--- src/rtl/slice_sched_pkg.sv ---
// Shared types and constants for the rotor slice scheduler.
// The default slice geometry lives here; the top derives its own from its parameters.
package slice_sched_pkg;

  typedef enum logic [1:0] {
    IDLE    = 2'd0,
    ACQUIRE = 2'd1,
    RUN     = 2'd2
  } sched_state_t;

  localparam int DEF_SLICES_PER_TURN = 128;
  localparam int SLICE_SHIFT         = $clog2(DEF_SLICES_PER_TURN);
  localparam int SLICE_IDX_W         = SLICE_SHIFT;

  function automatic int slice_shift(input int slices);
    return $clog2(slices);
  endfunction

endpackage

--- src/rtl/slice_scheduler_hall.sv ---
// Hall sensor front end: 2-FF synchronizer, low-run filter, falling-edge detect.
// Emits a single-cycle hall_event once SYNC_FILTER consecutive low samples are seen.
module hall_debounce #(
  parameter int SYNC_FILTER = 4
) (
  input  logic clk_enable,
  input  logic nrst,
  input  logic hall_n,
  output logic hall_event
);

  localparam int CW = $clog2(SYNC_FILTER + 1);
  localparam logic [CW-1:0] RUN_DONE = CW'(SYNC_FILTER - 1);
  localparam logic [CW-1:0] RUN_MAX  = CW'(SYNC_FILTER);

  logic          hall_meta;
  logic          hall_sync;
  logic          hall_filt;
  logic [CW-1:0] low_run;

  // The sensor idles high, so the synchronizer resets to the inactive level.
  always_ff @(posedge clk_enable or negedge nrst) begin
    if (!nrst) begin
      hall_meta <= 1'b1;
      hall_sync <= 1'b1;
    end else begin
      hall_meta <= hall_n;
      hall_sync <= hall_meta;
    end
  end

  always_ff @(posedge clk_enable or negedge nrst) begin
    if (!nrst) begin
      low_run    <= '0;
      hall_filt  <= 1'b1;
      hall_event <= 1'b0;
    end else begin
      hall_event <= 1'b0;
      if (hall_sync) begin
        low_run   <= '0;
        hall_filt <= 1'b1;
      end else begin
        if (low_run != RUN_MAX) begin
          low_run <= low_run + CW'(1);
        end
        if (low_run == RUN_DONE && hall_filt) begin
          hall_filt  <= 1'b0;
          hall_event <= 1'b1;
        end
      end
    end
  end

endmodule

--- src/rtl/slice_scheduler.sv ---
// Measures the hall-to-hall rotor period and divides each turn into equal slices,
// emitting a registered position_sync strobe per slice and re-aligning on every hall edge.
module slice_scheduler
  import slice_sched_pkg::*;
#(
  parameter int SLICES_PER_TURN = DEF_SLICES_PER_TURN,
  parameter int PERIOD_W        = 24,
  parameter int MIN_PERIOD      = 1024,
  parameter int SYNC_FILTER     = 4
) (
  input  logic                               clk_enable,
  input  logic                               nrst,
  input  logic                               hall_n,
  output logic                               position_sync,
  output logic                               turn_start,
  output logic [$clog2(SLICES_PER_TURN)-1:0] slice_index,
  output logic                               rotating,
  output logic [PERIOD_W-1:0]                period
);

  localparam int SHIFT = slice_shift(SLICES_PER_TURN);
  localparam int IW    = $clog2(SLICES_PER_TURN);
  localparam int TW    = PERIOD_W - SHIFT;

  localparam logic [IW-1:0]       LAST_IDX = IW'(SLICES_PER_TURN - 1);
  localparam logic [PERIOD_W-1:0] MIN_CNT  = PERIOD_W'(MIN_PERIOD - 1);

  sched_state_t        state;
  logic [PERIOD_W-1:0] cnt;
  logic [PERIOD_W-1:0] interval;
  logic [TW-1:0]       slice_len;
  logic [TW-1:0]       slice_len_new;
  logic [TW-1:0]       slice_timer;
  logic                hall_event;
  logic                timeout;
  logic                accepted;

  hall_debounce #(
    .SYNC_FILTER (SYNC_FILTER)
  ) u_hall (
    .clk_enable (clk_enable),
    .nrst       (nrst),
    .hall_n     (hall_n),
    .hall_event (hall_event)
  );

  // cnt holds ticks-since-event minus one, so the event cycle itself completes the interval.
  assign interval      = cnt + PERIOD_W'(1);
  assign timeout       = &cnt;
  assign accepted      = hall_event && (cnt >= MIN_CNT);
  assign slice_len_new = TW'(interval >> SHIFT);

  always_ff @(posedge clk_enable or negedge nrst) begin
    if (!nrst) begin
      cnt <= '0;
    end else if (accepted) begin
      cnt <= '0;
    end else if (!timeout) begin
      cnt <= cnt + PERIOD_W'(1);
    end
  end

  // A hall edge always wins over a coincident slice expiry, so only the index-0 strobe appears.
  always_ff @(posedge clk_enable or negedge nrst) begin
    if (!nrst) begin
      state         <= IDLE;
      position_sync <= 1'b0;
      turn_start    <= 1'b0;
      slice_index   <= '0;
      rotating      <= 1'b0;
      period        <= '0;
      slice_len     <= '0;
      slice_timer   <= '0;
    end else begin
      position_sync <= 1'b0;
      turn_start    <= 1'b0;
      unique case (state)
        IDLE: begin
          if (accepted) begin
            state <= ACQUIRE;
          end
        end
        ACQUIRE, RUN: begin
          if (timeout) begin
            rotating <= 1'b0;
            state    <= accepted ? ACQUIRE : IDLE;
          end else if (accepted) begin
            state         <= RUN;
            rotating      <= 1'b1;
            period        <= interval;
            slice_len     <= slice_len_new;
            slice_timer   <= slice_len_new - TW'(1);
            slice_index   <= '0;
            position_sync <= 1'b1;
            turn_start    <= 1'b1;
          end else if (state == RUN) begin
            if (slice_timer != '0) begin
              slice_timer <= slice_timer - TW'(1);
            end else if (slice_index != LAST_IDX) begin
              slice_index   <= slice_index + IW'(1);
              position_sync <= 1'b1;
              slice_timer   <= slice_len - TW'(1);
            end
          end
        end
        default: begin
          state <= IDLE;
        end
      endcase
    end
  end

endmodule

--- config.mk ---
export PLATFORM = sky130hd
export DESIGN_NAME = slice_scheduler
export DESIGN_NICKNAME = d
export VERILOG_FILES = /design/src/rtl/slice_sched_pkg.sv /design/src/rtl/slice_scheduler_hall.sv /design/src/rtl/slice_scheduler.sv
export SDC_FILE = /design/constraint.sdc
export NUM_CORES = 1
export LEC_CHECK = 0
export CORE_ASPECT_RATIO = 0.9
export CORE_MARGIN = 2
export CORE_UTILIZATION = 58
export CTS_BUF_LIST = sky130_fd_sc_hd__clkbuf_16
export DETAILED_ROUTE_END_ITERATION = 10
export PLACE_DENSITY_LB_ADDON = 0.25
export SETUP_SLACK_MARGIN = 0.2
export SYNTH_ARGS = -nofsm -noshare
export SYNTH_HDL_FRONTEND = slang
export SYNTH_SLANG_ARGS = --single-unit
--- constraint.sdc ---
create_clock -name clk_enable -period 4.1 [get_ports clk_enable]
set_input_delay 0.615 -clock clk_enable [delete_from_list [all_inputs] [get_ports clk_enable]]
set_output_delay 0.615 -clock clk_enable [all_outputs]
set_load 0.03 [all_outputs]
# Word-level counts from Yosys, hierarchy flattened
# Cells that the tools add are included.
# W data, S select, Z words.
# word_totals
ff_bits	101
input_bits	3
# classes
add_sub_neg	6
magnitude_cmp	1
eq_ne	9
mux	32
n_bitwise	1
n_reduce_logical	17
# op_table
op	count
$mux W17	4
$sub A17 B1 Y17 const B	3
$mux W24	2
$mux W7	4
$add A24 B1 Y24 const B	1
$ge A24 B10 Y1 const B	1
$reduce_and A24 Y1	1
$reduce_bool A17 Y1	1
$mux W1	16
$reduce_bool A2 Y1	5
$add A7 B1 Y7 const B	1
$ne A7 B7 Y1 const B	1
$mux W2	3
$mux W3	2
$ne A3 B3 Y1 const B	2
$reduce_and A5 Y1	1
$ne A2 B2 Y1 const B	2
$pmux W2 S2	1
$reduce_and A2 Y1	2
$reduce_and A4 Y1	1
$add A3 B1 Y3 const B	1
$eq A3 B2 Y1 const B	1
$reduce_and A3 Y1	1
$reduce_bool A3 Y1	1
other kinds (7)	8

# Depth between registers and ports, before layout
# depth
depth_word	7
depth_mapped	14

# Modules after synthesis
# Synthesis repeated with hierarchy kept, for this count alone.
# hier_totals
cells_unflattened	451
hier_area_um2	4342.9
# by_module_without_submodules
mod	instances	cells_per_inst	area_per_inst_um2	seq_area_each_um2
slice_scheduler	1	426	4046.4	1926.8
hall_debounce	1	25	296.5	178.9

# Worst setup path after synthesis
# OpenSTA, ideal clock, no wires.
# synth_timing
path_type	reg-to-reg
startpoint	reg cnt[0]
endpoint	reg slice_timer[16]
setup_time_ps	82
arrival_time_ps	3415
required_ps	4018
path_slack_ps	603
path_stages_with_launch	15
cell_sequence	dfrtp_1 > ha_1 > nand4_2 > nor3_4 > o21a_4 > buf_6 > buf_2 > buf_2 > buf_1 > a21o_1 > ha_1 > o211ai_1 > nor2_1 > or4b_1 > a31oi_1
# synth_via
elab_chain_cells	4
# synth_lines
element	line	source
from (decl)	slice_scheduler.sv:29	logic [PERIOD_W-1:0] cnt;
from (signal assigned)	slice_scheduler.sv:59	cnt <= cnt + PERIOD_W'(1);
branches (longest 4 deep; another with $add A24 B1 Y24)	-	
to (signal assigned)	slice_scheduler.sv:92	slice_timer <= slice_len_new - TW'(1);
to (signal assigned)	slice_scheduler.sv:98	slice_timer <= slice_timer - TW'(1);
to (signal assigned)	slice_scheduler.sv:102	slice_timer <= slice_len - TW'(1);
to (decl)	slice_scheduler.sv:33	logic [TW-1:0] slice_timer;
# Parallel ways; which one is timed is not known.
# A chain may end at the register's enable or synchronous reset.

# Final worst setup path
# Ends and elaborated chain as after synthesis.

==> results.py <==
metrics = {
    "grt": {
        "grt_pass1_wl_mm": 18.3,
        "antenna_found_initial": 0,
        "overflow": 0,
        "grt_start_max_net_pins": 85,
        "track_usage": 0.268,
        "grt_pass1_vias": 3676,
    },
    "place": {
        "finalWeightedCongestion": 0.915,
        "dp_hpwl_mm": 7.66,
        "io_buffer_count": 36,
        "dp_cells": 603,
    },
    "routing": {
        "wirelength_mm": 10.8,
        "antenna_left": 0,
        "drtIter0Drc": 230,
        "viasPerCell": 6.17,
        "dr.max_layer_used": "met4",
        "drt-met1-wl_mm": 4.92,
        "num_vias": 3819,
        "wl_per_cell_um": 17.5,
        "drc": 0,
        "dr_wl_met2_mm": 5.01,
        "firstDrtPassIters": 7,
        "met3WireLength_um": 708,
    },
    "worst_setup_path": {
        "max_stage_delay_ns": 0.53,
        "path_class": "register to register",
        "end_kind": "register",
        "cp-start-kind": "register",
        "critPathArrivalTime_ns": 3.74,
        "worst_path_max_delay_cell": "o21a_4",
        "cp.required_ns": 4.36,
        "cp_common_cell": "ha_1",
        "r2r_slack_ns": 0.61,
        "r2r-start": "cnt[0]",
        "path_max_fanout": 50,
        "worstPathCellList": "ha_1 > nand4_2 > nor3_4 > o21a_4 > a21o_1 > ha_1 > o211ai_1 > nor2_1 > or4b_1 > a31oi_1",
        "reg2reg_depth": 10,
        "reg2reg_to": "slice_timer[16]",
    },
    "timing": {
        "max_freq_mhz": 287,
        "worstMarginPinSlew_ns": 1.03,
        "worst_clock_skew_ns": 0.00650,
        "slew_headroom": 0.314,
        "setup-violations-final": 0,
        "hold_viol_final": 0,
        "period_needed_ns": 3.49,
        "period_share": 0.850,
        "fin_tns_setup_ns": 0,
        "grt_setup_unrepaired": "no",
        "finalMaxSlewViolations": 0,
    },
    "synthesis": {
        "synth_ff_type": "dfrtp_1",
        "synth_edf_count": 0,
        "synthTopCellsByArea": "dfrtp_1 45%, o21ai_0 5.7%, nand2_1 4.6%",
        "seq_area_frac_synth": 0.462,
        "synth.avg_cell_area_um2": 9.37,
        "yosysMostFrequentCell": "dfrtp_1",
        "synthCells": 486,
        "post-synth-top-area-cell": "dfrtp_1",
        "synthArstFlopShare": 1.00,
        "synth_area_um2": 4550,
        "syn_nets": 498,
        "synth_top_area_frac": 0.445,
        "synth_cell_type_count": 60,
        "synth_commonest_cells": "81 x dfrtp_1, 56 x nand2_1, 52 x o21ai_0, 41 x a21oi_1, 37 x nor2_1",
        "synth_seq_cells": 84,
        "yosys_warnings": 0,
    },
    "min_path": {
        "worstHoldPathCells": 0,
        "hold_class": "register to register",
        "worst_hold_path.endpoint": "u_hall.hall_sync",
        "min_from": "u_hall.hall_meta",
    },
    "clock_tree": {
        "postCtsResizedCells": 0,
        "cts_root_buffer": "clkbuf_16",
        "clockBufferDepth": 2,
        "postCtsSetupBuffers": 0,
        "cts_made_buffers": 9,
        "clk_latency_ns": 0.34,
        "holdBufCountCts": 0,
        "ctsHtreeMaxLevel": 3,
        "clkTransAtPathRegs_ns": 0.06,
        "cts_tree": "done",
        "clock_sinks": 84,
    },
    "floorplan": {
        "rows": 30,
        "die_h_um": 88.1,
        "die_area_um2": 8580,
        "ios": 37,
        "core_area_um2": 7580,
        "initial_core_util": 0.600,
        "die_x_um": 97.4,
    },
    "cells_and_area": {
        "drive_gt1_frac": 0.0937,
        "diodes": 0,
        "fin_nets": 530,
        "area_growth_pct": 16.3,
        "final_cells": 619,
    },
    "power": {
        "peakVddDrop_uv": 290,
        "p_seq_frac": 0.484,
        "netSwitchingPower_uw": 378,
        "internal-power_uw": 1400,
        "leakage_uw": 0.00225,
        "p_per_area_nw_per_um2": 336,
        "pwr-share-clk": 0.479,
        "p_sw_frac": 0.212,
        "combPwrFrac": 0.037,
    },
    "run": {
        "maxCapViolations": 0,
    },
    "run_status": {
        "status": "complete, no violations",
    },
}
power by group through the flow:
stage	Combinational, uW	Sequential [uW]	Clock, uW
after floorplan	41.1	875	0
after global placement	62.4	877	0
after detailed placement	68.3	879	0
after CTS	68.9	864	868
after global routing	78.4	866	899
final	65.5	863	853
kinds of logic (layout without fill, tap and decap cells):
| group | count (synthesis) | count (layout) | synth area share |
|---|---|---|---|
| flip-flops | 84 | 84 | 0.462 |
| AO/OA/AOI/OAI | 142 | 142 | 0.193 |
| multiplexers | 6 | 6 | 0.0151 |
| adder cells (fa/ha/maj) | 9 | 9 | 0.0247 |
| buffers and inverters | 35 | 72 | 0.0346 |
| AND/OR/NAND/NOR | 172 | 172 | 0.197 |
| XOR/XNOR | 38 | 38 | 0.0731 |
stage by stage:
step	hold WS (ns)	util	setup slack, ns	area, um2	total power (uW)
6_report	0.360	0.699	0.614	5300	1780
5_1_grt	0.367	0.699	0.297	5300	1840
4_1_cts	0.360	0.699	0.644	5300	1800
3_5_place_dp	0.348	0.657	0.707	4980	947
3_3_place_gp	0.350	0.657	0.809	4980	940
2_1_floorplan	0.319	-	0.603	4550	916
cell usage in the layout (no fill, tap or decap), types with 12 or more instances in the layout:
cell type,instances
nand3_1,18
xor2_1,16
inv_1,13
xnor2_1,22
nor4_1,12
nand2_1,56
o21ai_0,52
nor2_1,37
dfrtp_1,81
clkdlybuf4s50_1,35
a21oi_1,41
worst max-delay path by stage:
| stage | startpoint | to | depth (start not counted) |
|---|---|---|---|
| 2_1_floorplan | cnt[0] | slice_timer[16] | 14 |
| 4_1_cts | cnt[0] | slice_timer[16] | 9 |
| 3_3_place_gp | cnt[0] | slice_timer[16] | 9 |
| 6_report | cnt[0] | slice_timer[16] | 10 |
| 5_1_grt | cnt[0] | slice_timer[16] | 10 |
| 3_5_place_dp | cnt[0] | slice_timer[16] | 9 |
state kept, by name, summed over array words and instances, names as in the netlist:
name and count:
u_hall.hall_meta 1, state 2, u_hall.low_run 3, u_hall.hall_event 1
slice_index 7, rotating 1, u_hall.hall_filt 1, cnt 24
u_hall.hall_sync 1, slice_timer 17, period 24, turn_start 1
position_sync 1
worst max-delay path: cells and delay by family, from the launching register on:
kind | cells | cell delay (ns)
adders and majority gates | 2 | 0.48
AOI/OAI and AO/OA | 4 | 1.20
DFF | 1 | 0.44
and+or+nand+nor | 4 | 1.25
cell type report:
cell class / instances / area, um2
Fill cell: 578 / 2290
Clock inverter: 7 / 92.6
Multi-Input combinational cell: 367 / 2290
Timing Repair Buffer: 44 / 418
Sequential cell: 84 / 2110
Inverter: 12 / 45.0
Clock buffer: 9 / 225
Tap cell: 96 / 120
routing by layer:
| metal | global-route usage | vias up |
|---|---|---|
| li1 | - | 1833 |
| met1 | 0.378 | 1826 |
| met2 | 0.415 | 143 |
| met3 | 0.0654 | 17 |
| met4 | 0.0846 | 0 |
| met5 | 0 | - |
Note: power is estimated with default switching activity, not from simulation.
